`src/rtl/uart_fifo_bridge.sv`:
```
// Full-duplex UART with an RX FIFO and a hardware echo path from the RX FIFO to TX.
// Define UART_PARITY_EN to add one even-parity bit per frame and the o_Parity_Err port.
module uart_fifo_bridge #(
  parameter int CLKS_PER_BIT = 457,
  parameter int DATA_BITS    = 8,
  parameter int FIFO_DEPTH   = 16
) (
  input  logic                             i_Clock,
  input  logic                             i_Reset,
  input  logic                             i_Rx_Serial,
  input  logic                             i_Echo_En,
  output logic [DATA_BITS-1:0]             o_Rx_Byte,
  output logic                             o_Rx_Valid,
  input  logic                             i_Rx_Ready,
  output logic [$clog2(FIFO_DEPTH+1)-1:0]  o_Rx_Count,
  output logic                             o_Rx_Overrun,
  output logic                             o_Frame_Err,
`ifdef UART_PARITY_EN
  output logic                             o_Parity_Err,
`endif
  input  logic [DATA_BITS-1:0]             i_Tx_Byte,
  input  logic                             i_Tx_Valid,
  output logic                             o_Tx_Ready,
  output logic                             o_Tx_Serial,
  output logic                             o_Tx_Active,
  output logic                             o_Tx_Done
);

  localparam int CNT_W = $clog2(CLKS_PER_BIT);
  localparam int BIT_W = $clog2(DATA_BITS + 1);
  localparam int AW    = $clog2(FIFO_DEPTH);
  localparam int CW    = $clog2(FIFO_DEPTH + 1);

  localparam logic [CNT_W-1:0]     CNT_ZERO   = {CNT_W{1'b0}};
  localparam logic [CNT_W-1:0]     CNT_LAST   = CNT_W'(CLKS_PER_BIT - 1);
  localparam logic [CNT_W-1:0]     CNT_HALF   = CNT_W'(CLKS_PER_BIT / 2 - 1);
  localparam logic [BIT_W-1:0]     BIT_ZERO   = {BIT_W{1'b0}};
  localparam logic [BIT_W-1:0]     BIT_LAST   = BIT_W'(DATA_BITS - 1);
  localparam logic [DATA_BITS-1:0] DATA_ZERO  = {DATA_BITS{1'b0}};
  localparam logic [AW-1:0]        PTR_ZERO   = {AW{1'b0}};
  localparam logic [CW-1:0]        COUNT_ZERO = {CW{1'b0}};
  localparam logic [CW-1:0]        COUNT_FULL = CW'(FIFO_DEPTH);

`ifdef UART_PARITY_EN
  function automatic logic even_parity(input logic [DATA_BITS-1:0] data);
    even_parity = ^data;
  endfunction
`endif

  typedef enum logic [2:0] {
    RX_IDLE      = 3'd0,
    RX_START     = 3'd1,
    RX_DATA      = 3'd2,
`ifdef UART_PARITY_EN
    RX_PARITY    = 3'd3,
`endif
    RX_STOP      = 3'd4,
    RX_WAIT_HIGH = 3'd5
  } rx_state_t;

  typedef enum logic [2:0] {
    TX_IDLE   = 3'd0,
    TX_START  = 3'd1,
    TX_DATA   = 3'd2,
`ifdef UART_PARITY_EN
    TX_PARITY = 3'd3,
`endif
    TX_STOP   = 3'd4
  } tx_state_t;

  // ---------------- RX engine ----------------
  logic                 rx_meta_r, rx_sync_r;
  rx_state_t            rx_state_r, rx_state_s;
  logic [CNT_W-1:0]     rx_cnt_r, rx_cnt_s;
  logic [BIT_W-1:0]     rx_bit_r, rx_bit_s;
  logic [DATA_BITS-1:0] rx_shift_r, rx_shift_s;
  logic                 push_s, frame_err_s, overrun_s;
  logic                 overrun_r, frame_err_r;
`ifdef UART_PARITY_EN
  logic                 rx_par_r, rx_par_s, parity_err_s, parity_err_r;
`endif

  // RX next-state: mid-bit sampling driven by a per-bit cycle counter
  always_comb begin
    rx_state_s  = rx_state_r;
    rx_cnt_s    = rx_cnt_r;
    rx_bit_s    = rx_bit_r;
    rx_shift_s  = rx_shift_r;
    push_s      = 1'b0;
    frame_err_s = 1'b0;
`ifdef UART_PARITY_EN
    rx_par_s     = rx_par_r;
    parity_err_s = 1'b0;
`endif
    case (rx_state_r)
      RX_IDLE: begin
        rx_cnt_s = CNT_ZERO;
        rx_bit_s = BIT_ZERO;
        if (!rx_sync_r) rx_state_s = RX_START;
        else            rx_state_s = RX_IDLE;
      end
      RX_START: begin
        if (rx_cnt_r == CNT_HALF) begin
          rx_cnt_s = CNT_ZERO;
          // a line that is high again at mid-start was only a glitch
          if (rx_sync_r) rx_state_s = RX_IDLE;
          else           rx_state_s = RX_DATA;
        end else begin
          rx_cnt_s = rx_cnt_r + 1'b1;
        end
      end
      RX_DATA: begin
        if (rx_cnt_r == CNT_LAST) begin
          rx_cnt_s   = CNT_ZERO;
          rx_shift_s = {rx_sync_r, rx_shift_r[DATA_BITS-1:1]};
          if (rx_bit_r == BIT_LAST) begin
`ifdef UART_PARITY_EN
            rx_state_s = RX_PARITY;
`else
            rx_state_s = RX_STOP;
`endif
          end else begin
            rx_bit_s = rx_bit_r + 1'b1;
          end
        end else begin
          rx_cnt_s = rx_cnt_r + 1'b1;
        end
      end
`ifdef UART_PARITY_EN
      RX_PARITY: begin
        if (rx_cnt_r == CNT_LAST) begin
          rx_cnt_s   = CNT_ZERO;
          rx_par_s   = rx_sync_r;
          rx_state_s = RX_STOP;
        end else begin
          rx_cnt_s = rx_cnt_r + 1'b1;
        end
      end
`endif
      RX_STOP: begin
        if (rx_cnt_r == CNT_LAST) begin
          rx_cnt_s = CNT_ZERO;
          if (rx_sync_r) begin
            rx_state_s = RX_IDLE;
`ifdef UART_PARITY_EN
            if (rx_par_r != even_parity(rx_shift_r)) parity_err_s = 1'b1;
            else                                     push_s       = 1'b1;
`else
            push_s = 1'b1;
`endif
          end else begin
            frame_err_s = 1'b1;
            rx_state_s  = RX_WAIT_HIGH;
          end
        end else begin
          rx_cnt_s = rx_cnt_r + 1'b1;
        end
      end
      RX_WAIT_HIGH: begin
        if (rx_sync_r) rx_state_s = RX_IDLE;
        else           rx_state_s = RX_WAIT_HIGH;
      end
      default: rx_state_s = RX_IDLE;
    endcase
  end

  // RX synchroniser, RX FSM registers and error pulses
  always_ff @(posedge i_Clock or posedge i_Reset) begin
    if (i_Reset) begin
      rx_meta_r   <= 1'b1;
      rx_sync_r   <= 1'b1;
      rx_state_r  <= RX_IDLE;
      rx_cnt_r    <= CNT_ZERO;
      rx_bit_r    <= BIT_ZERO;
      rx_shift_r  <= DATA_ZERO;
      overrun_r   <= 1'b0;
      frame_err_r <= 1'b0;
`ifdef UART_PARITY_EN
      rx_par_r     <= 1'b0;
      parity_err_r <= 1'b0;
`endif
    end else begin
      rx_meta_r   <= i_Rx_Serial;
      rx_sync_r   <= rx_meta_r;
      rx_state_r  <= rx_state_s;
      rx_cnt_r    <= rx_cnt_s;
      rx_bit_r    <= rx_bit_s;
      rx_shift_r  <= rx_shift_s;
      overrun_r   <= overrun_s;
      frame_err_r <= frame_err_s;
`ifdef UART_PARITY_EN
      rx_par_r     <= rx_par_s;
      parity_err_r <= parity_err_s;
`endif
    end
  end

  // ---------------- RX FIFO ----------------
  logic [DATA_BITS-1:0] mem_r [FIFO_DEPTH];
  logic [AW-1:0]        wr_ptr_r, rd_ptr_r;
  logic [CW-1:0]        count_r;
  logic                 empty_s, full_s, host_pop_s, echo_pop_s, pop_s, wr_en_s;

  assign empty_s    = (count_r == COUNT_ZERO);
  assign full_s     = (count_r == COUNT_FULL);
  assign host_pop_s = !i_Echo_En && i_Rx_Ready && !empty_s;
  assign pop_s      = host_pop_s || echo_pop_s;
  // a pop in the same cycle frees the slot, so full is only an overrun without one
  assign wr_en_s    = push_s && (!full_s || pop_s);
  assign overrun_s  = push_s && full_s && !pop_s;

  // FIFO storage, written only on accepted pushes
  always_ff @(posedge i_Clock) begin
    if (wr_en_s) mem_r[wr_ptr_r] <= rx_shift_r;
    else         mem_r[wr_ptr_r] <= mem_r[wr_ptr_r];
  end

  // FIFO pointers and occupancy
  always_ff @(posedge i_Clock or posedge i_Reset) begin
    if (i_Reset) begin
      wr_ptr_r <= PTR_ZERO;
      rd_ptr_r <= PTR_ZERO;
      count_r  <= COUNT_ZERO;
    end else begin
      if (wr_en_s) wr_ptr_r <= wr_ptr_r + 1'b1;
      if (pop_s)   rd_ptr_r <= rd_ptr_r + 1'b1;
      case ({wr_en_s, pop_s})
        2'b10:   count_r <= count_r + 1'b1;
        2'b01:   count_r <= count_r - 1'b1;
        default: count_r <= count_r;
      endcase
    end
  end

  // ---------------- TX engine ----------------
  tx_state_t            tx_state_r, tx_state_s;
  logic [CNT_W-1:0]     tx_cnt_r, tx_cnt_s;
  logic [BIT_W-1:0]     tx_bit_r, tx_bit_s;
  logic [DATA_BITS-1:0] tx_shift_r, tx_shift_s;
  logic                 tx_serial_r, tx_serial_s;
  logic                 tx_active_r, tx_active_s;
  logic                 tx_done_r, tx_done_s;
`ifdef UART_PARITY_EN
  logic                 tx_par_r, tx_par_s;
`endif

  // TX next-state: the serial level for the next bit is registered on its first cycle
  always_comb begin
    tx_state_s  = tx_state_r;
    tx_cnt_s    = tx_cnt_r;
    tx_bit_s    = tx_bit_r;
    tx_shift_s  = tx_shift_r;
    tx_serial_s = tx_serial_r;
    tx_active_s = tx_active_r;
    tx_done_s   = 1'b0;
    echo_pop_s  = 1'b0;
`ifdef UART_PARITY_EN
    tx_par_s    = tx_par_r;
`endif
    case (tx_state_r)
      TX_IDLE: begin
        tx_cnt_s    = CNT_ZERO;
        tx_bit_s    = BIT_ZERO;
        tx_serial_s = 1'b1;
        tx_active_s = 1'b0;
        if (i_Echo_En && !empty_s) begin
          echo_pop_s  = 1'b1;
          tx_shift_s  = mem_r[rd_ptr_r];
          tx_serial_s = 1'b0;
          tx_active_s = 1'b1;
          tx_state_s  = TX_START;
        end else if (!i_Echo_En && i_Tx_Valid) begin
          tx_shift_s  = i_Tx_Byte;
          tx_serial_s = 1'b0;
          tx_active_s = 1'b1;
          tx_state_s  = TX_START;
        end else begin
          tx_state_s = TX_IDLE;
        end
`ifdef UART_PARITY_EN
        tx_par_s = even_parity(tx_shift_s);
`endif
      end
      TX_START: begin
        if (tx_cnt_r == CNT_LAST) begin
          tx_cnt_s    = CNT_ZERO;
          tx_serial_s = tx_shift_r[0];
          tx_state_s  = TX_DATA;
        end else begin
          tx_cnt_s = tx_cnt_r + 1'b1;
        end
      end
      TX_DATA: begin
        if (tx_cnt_r == CNT_LAST) begin
          tx_cnt_s = CNT_ZERO;
          if (tx_bit_r == BIT_LAST) begin
`ifdef UART_PARITY_EN
            tx_serial_s = tx_par_r;
            tx_state_s  = TX_PARITY;
`else
            tx_serial_s = 1'b1;
            tx_state_s  = TX_STOP;
`endif
          end else begin
            tx_bit_s    = tx_bit_r + 1'b1;
            tx_serial_s = tx_shift_r[1];
            tx_shift_s  = {1'b0, tx_shift_r[DATA_BITS-1:1]};
          end
        end else begin
          tx_cnt_s = tx_cnt_r + 1'b1;
        end
      end
`ifdef UART_PARITY_EN
      TX_PARITY: begin
        if (tx_cnt_r == CNT_LAST) begin
          tx_cnt_s    = CNT_ZERO;
          tx_serial_s = 1'b1;
          tx_state_s  = TX_STOP;
        end else begin
          tx_cnt_s = tx_cnt_r + 1'b1;
        end
      end
`endif
      TX_STOP: begin
        if (tx_cnt_r == CNT_LAST) begin
          tx_cnt_s    = CNT_ZERO;
          tx_serial_s = 1'b1;
          tx_active_s = 1'b0;
          tx_done_s   = 1'b1;
          tx_state_s  = TX_IDLE;
        end else begin
          tx_cnt_s = tx_cnt_r + 1'b1;
        end
      end
      default: begin
        tx_serial_s = 1'b1;
        tx_active_s = 1'b0;
        tx_state_s  = TX_IDLE;
      end
    endcase
  end

  // TX FSM and output registers
  always_ff @(posedge i_Clock or posedge i_Reset) begin
    if (i_Reset) begin
      tx_state_r  <= TX_IDLE;
      tx_cnt_r    <= CNT_ZERO;
      tx_bit_r    <= BIT_ZERO;
      tx_shift_r  <= DATA_ZERO;
      tx_serial_r <= 1'b1;
      tx_active_r <= 1'b0;
      tx_done_r   <= 1'b0;
`ifdef UART_PARITY_EN
      tx_par_r    <= 1'b0;
`endif
    end else begin
      tx_state_r  <= tx_state_s;
      tx_cnt_r    <= tx_cnt_s;
      tx_bit_r    <= tx_bit_s;
      tx_shift_r  <= tx_shift_s;
      tx_serial_r <= tx_serial_s;
      tx_active_r <= tx_active_s;
      tx_done_r   <= tx_done_s;
`ifdef UART_PARITY_EN
      tx_par_r    <= tx_par_s;
`endif
    end
  end

  assign o_Rx_Valid   = !empty_s && !i_Echo_En;
  assign o_Rx_Byte    = o_Rx_Valid ? mem_r[rd_ptr_r] : DATA_ZERO;
  assign o_Rx_Count   = count_r;
  assign o_Rx_Overrun = overrun_r;
  assign o_Frame_Err  = frame_err_r;
`ifdef UART_PARITY_EN
  assign o_Parity_Err = parity_err_r;
`endif
  assign o_Tx_Ready   = (tx_state_r == TX_IDLE) && !i_Echo_En && !i_Reset;
  assign o_Tx_Serial  = tx_serial_r;
  assign o_Tx_Active  = tx_active_r;
  assign o_Tx_Done    = tx_done_r;

endmodule

```
`config.mk`:
```
export PLATFORM = sky130hd
export DESIGN_NAME = uart_fifo_bridge
export DESIGN_NICKNAME = d
export VERILOG_FILES = /design/src/rtl/uart_fifo_bridge.sv
export SDC_FILE = /design/constraint.sdc
export NUM_CORES = 1
export LEC_CHECK = 0
export BUFFER_PORTS_ARGS = -buffer_cell sky130_fd_sc_hd__clkbuf_2
export CAP_MARGIN = 20
export CORE_MARGIN = 2
export CORE_UTILIZATION = 45
export DETAILED_ROUTE_END_ITERATION = 16
export MAX_ROUTING_LAYER = met4
export PLACE_DENSITY = 0.7
export SLEW_MARGIN = 5
export SYNTH_ARGS = -nofsm -noshare
export SYNTH_HDL_FRONTEND = slang
export SYNTH_SLANG_ARGS = --single-unit
```
`constraint.sdc`:
```
create_clock -name i_Clock -period 5.1 [get_ports i_Clock]
set_input_delay 1.53 -clock i_Clock [delete_from_list [all_inputs] [get_ports i_Clock]]
set_output_delay 1.53 -clock i_Clock [all_outputs]
set_load 0.005 [all_outputs]
```
==> run summary <==
grt ovf: 0
status: finished clean
number of placed I/O pins: 34
via count of the first global-routing pass: 5065
maximum number of pins on one net before global-route repair: 36
required time of the critical path: 3570 ps
routed wire length: 16.6 mm
post-placement setup slack: 1090 ps
Post-synth EDFFs: 128
first-pass GRT wire length: 26.8 mm
Max rail drop VDD: 0.000274 V
area of the core region: 18800 um2
vias per inst: 5.57
number of fill cells in the layout: 1500
All-Layer GR Usage: 18.0%
post-CTS setup repair buffer count: 0
count of warnings emitted by yosys: 0
most instantiated library cell after synthesis: edfxtp_1
first element of the critical path: rd_ptr_r[0]$_DFFE_PP0P_
share of the synthesized area in the top cell type: 44.3%
start-to-end type of the worst setup path: flop to primary output
starting density of the core: 46.1%
cell taking the most area after synthesis: edfxtp_1
Worst Setup Slack, final: 790 ps
relative max-transition margin: 29.1%
crit-path max cell delay: 760 ps
multi-input gate area in the final layout: 2950 um2
Final setup violation count: 0
H-tree levels: 4
number of hold buffers added after cts: 0
final hold violations: 0
number of placed instances, taps included: 879
summed instance area of the synthesized netlist: 8680 um2
die outline height: 143 um
count of state elements after synthesis: 196
Final Non-Filler Cells: 911
highest clock frequency the design can meet: 232 MHz
Nets: 665
Total Neg Setup Slack: 0 ps
Skew-Pair Late Insertion Delay: 430 ps
endpoint of the most critical setup path: o_Rx_Byte[7]
top post-synthesis cells by count: edfxtp_1, dfrtp_1, nor2_1
CP endpoint kind: primary output
clock tree buffer depth: 2
most frequent cell on the critical path: mux4_2
row cnt: 50
worst reg2reg setup slack: 1990 ps
crit path max-delay cell type: dfrtp_2
startpoint of the worst register-to-register path: rx_cnt_r[0]$_DFFE_PP0P_
horizontal extent of the die: 143 um
TritonCTS clock tree: done
CTS clock-pin slew for the worst setup and hold paths: 70 ps
Reg area: 5550 um2
reg-to-reg endpoint: mem_r[12][2]$_DFFE_PP_
minimum clock period: 4310 ps
unrepaired setup endpoints after global routing: no
syn_area_per_cell: 14.5 um2
post-synthesis cell count: 597
signed area change from the synthesized netlist to the final layout: 12.4%
Residual DRC: 0
routed length per placed instance: 18.3 um
total vias in the final route: 5077
number of buffers added on ports: 33
number of violations reported at the end of detailed-routing iteration 0: 442
crit-path cells: buf_4 -> mux4_2 -> mux4_2 -> inv_1 -> nor2_1 -> clkbuf_2
top cells by area in the synthesized netlist: edfxtp_1, dfrtp_1, mux4_2
number of distinct standard cells referenced by the synthesized netlist: 61
final core utilization: 51.8%
Layout Skew: 7.48 ps
Setup crit start kind: flop
dpl hpwl: 11.4 mm
max cap viols: 0
leak pwr: 3.58 nW
routability congestion estimate: 0.878
pins over their slew limit: 0
detailed-routing iteration count for the pre-antenna-repair pass: 5
Pwr Total: 3.17 mW
CP arrival: 2780 ps
CP max FO: 18
number of gates resized after cts: 0
syn_nets: 624
overall die area: 20400 um2
Period Utilization, post-route: 84.5%
share of final-layout standard cells stronger than drive strength 1: 23.8%
clock root buffer: clkbuf_16
Worst Reg-to-Reg Cells: 7
worst min-delay path category: flop to flop
share of the yosys chip area belonging to registers: 63.9%
start point of the worst hold path: rx_meta_r$_DFF_PP1_
total clock buffers created by CTS: 17
actual slew at the worst max-slew pin: 1060 ps
FFs w/ async S/R, synth: 34.7%
Power Dens Cells: 325 nW/um2
dominant synthesized flop cell: edfxtp_1
post-detailed-route count of antenna-violating nets: 0
TritonCTS Sinks: 196
Antenna Diode Count: 0
number of antenna violations at the first check in global routing: 0
sequential cells by signal (all words and copies together) (netlist names), 3 cells and up:
signal and flops:
rx_cnt_r 9, tx_cnt_r 9, tx_state_r 3, rx_shift_r 8, wr_ptr_r 4, rx_bit_r 4, tx_bit_r 4, rx_state_r 3
mem_r 128, o_Rx_Count 5, tx_shift_r 8, rd_ptr_r 4
final cells by class:
class | count | area share (%)
Tap cell | 260 | 3.34
Clock buffer | 18 | 4.40
Clock inverter | 14 | 1.44
Sequential cell | 196 | 56.9
Inverter | 19 | 0.731
Multi-Input combinational cell | 355 | 30.3
Timing Repair Buffer | 49 | 2.92
cells in the final DEF (no fill, tap or decap), types with 6 or more instances in the layout:
| master | synthesis | final |
|---|---|---|
| and2_1 | 12 | 12 |
| mux2i_1 | 15 | 15 |
| buf_4 | 0 | 16 |
| mux2_2 | 19 | 19 |
| and3_1 | 7 | 7 |
| edfxtp_1 | 128 | 128 |
| inv_1 | 18 | 17 |
| a21oi_1 | 13 | 13 |
| nor3b_1 | 8 | 8 |
| dfrtp_1 | 65 | 64 |
| o21ai_0 | 22 | 22 |
| a21o_1 | 9 | 9 |
| nor3_1 | 6 | 6 |
| nand2_1 | 36 | 36 |
| clkbuf_16 | 0 | 17 |
| nand2b_1 | 7 | 7 |
| mux4_2 | 33 | 33 |
| xnor2_1 | 10 | 10 |
| xor2_1 | 7 | 7 |
| nor2_1 | 38 | 38 |
| o211ai_1 | 7 | 7 |
| o21ai_1 | 9 | 9 |
| ha_1 | 13 | 13 |
| clkbuf_2 | 0 | 33 |
| nand3_1 | 11 | 11 |
| nor4_1 | 16 | 16 |
through the flow:
step,hold WS (ps),cell area (um2)
4_1_cts,357,9750
2_1_floorplan,345,8680
3_3_place_gp,346,9190
3_5_place_dp,347,9190
5_1_grt,362,9750
6_report,357,9750
report_power, final:
group          internal, mW  switching (mW)
combinational        0.0678          0.0762
clock                 0.687           0.600
sequential             1.71          0.0319
metal layers:
| metal | vias up | GRT usage, % | wire length [um] |
|---|---|---|---|
| met5 | - | - | 0 |
| met4 | 0 | 6.36 | 375 |
| met3 | 28 | 4.29 | 859 |
| met2 | 140 | 28.8 | 8170 |
| met1 | 2562 | 22.5 | 7230 |
| li1 | 2347 | - | - |
critical path: cells and delay by family, from the launching register on:
kind	cells	cell delay, ps
muxes	2	990
DFF	1	760
buffers and inverters	3	540
and+or+nand+nor	1	50
worst min-delay path by stage:
stage / to / slack (ps) / depth (start not counted)
floorplan: rx_sync_r$_DFF_PP1_ / 350 / 0
global placement: rx_sync_r$_DFF_PP1_ / 350 / 0
detailed placement: rx_sync_r$_DFF_PP1_ / 350 / 0
CTS: rx_sync_r$_DFF_PP1_ / 360 / 0
global route: rx_sync_r$_DFF_PP1_ / 360 / 0
finish: rx_sync_r$_DFF_PP1_ / 360 / 0
kinds of logic after synthesis:
family | after synthesis | share of synthesized area [%]
flops | 196 | 63.9
buf+inv | 46 | 2.08
fa+ha+maj | 13 | 1.87
compound gates | 89 | 7.02
xor+xnor | 17 | 1.71
mux | 68 | 12.9
simple gates | 168 | 10.5
Power figures use the tool's default switching activity.
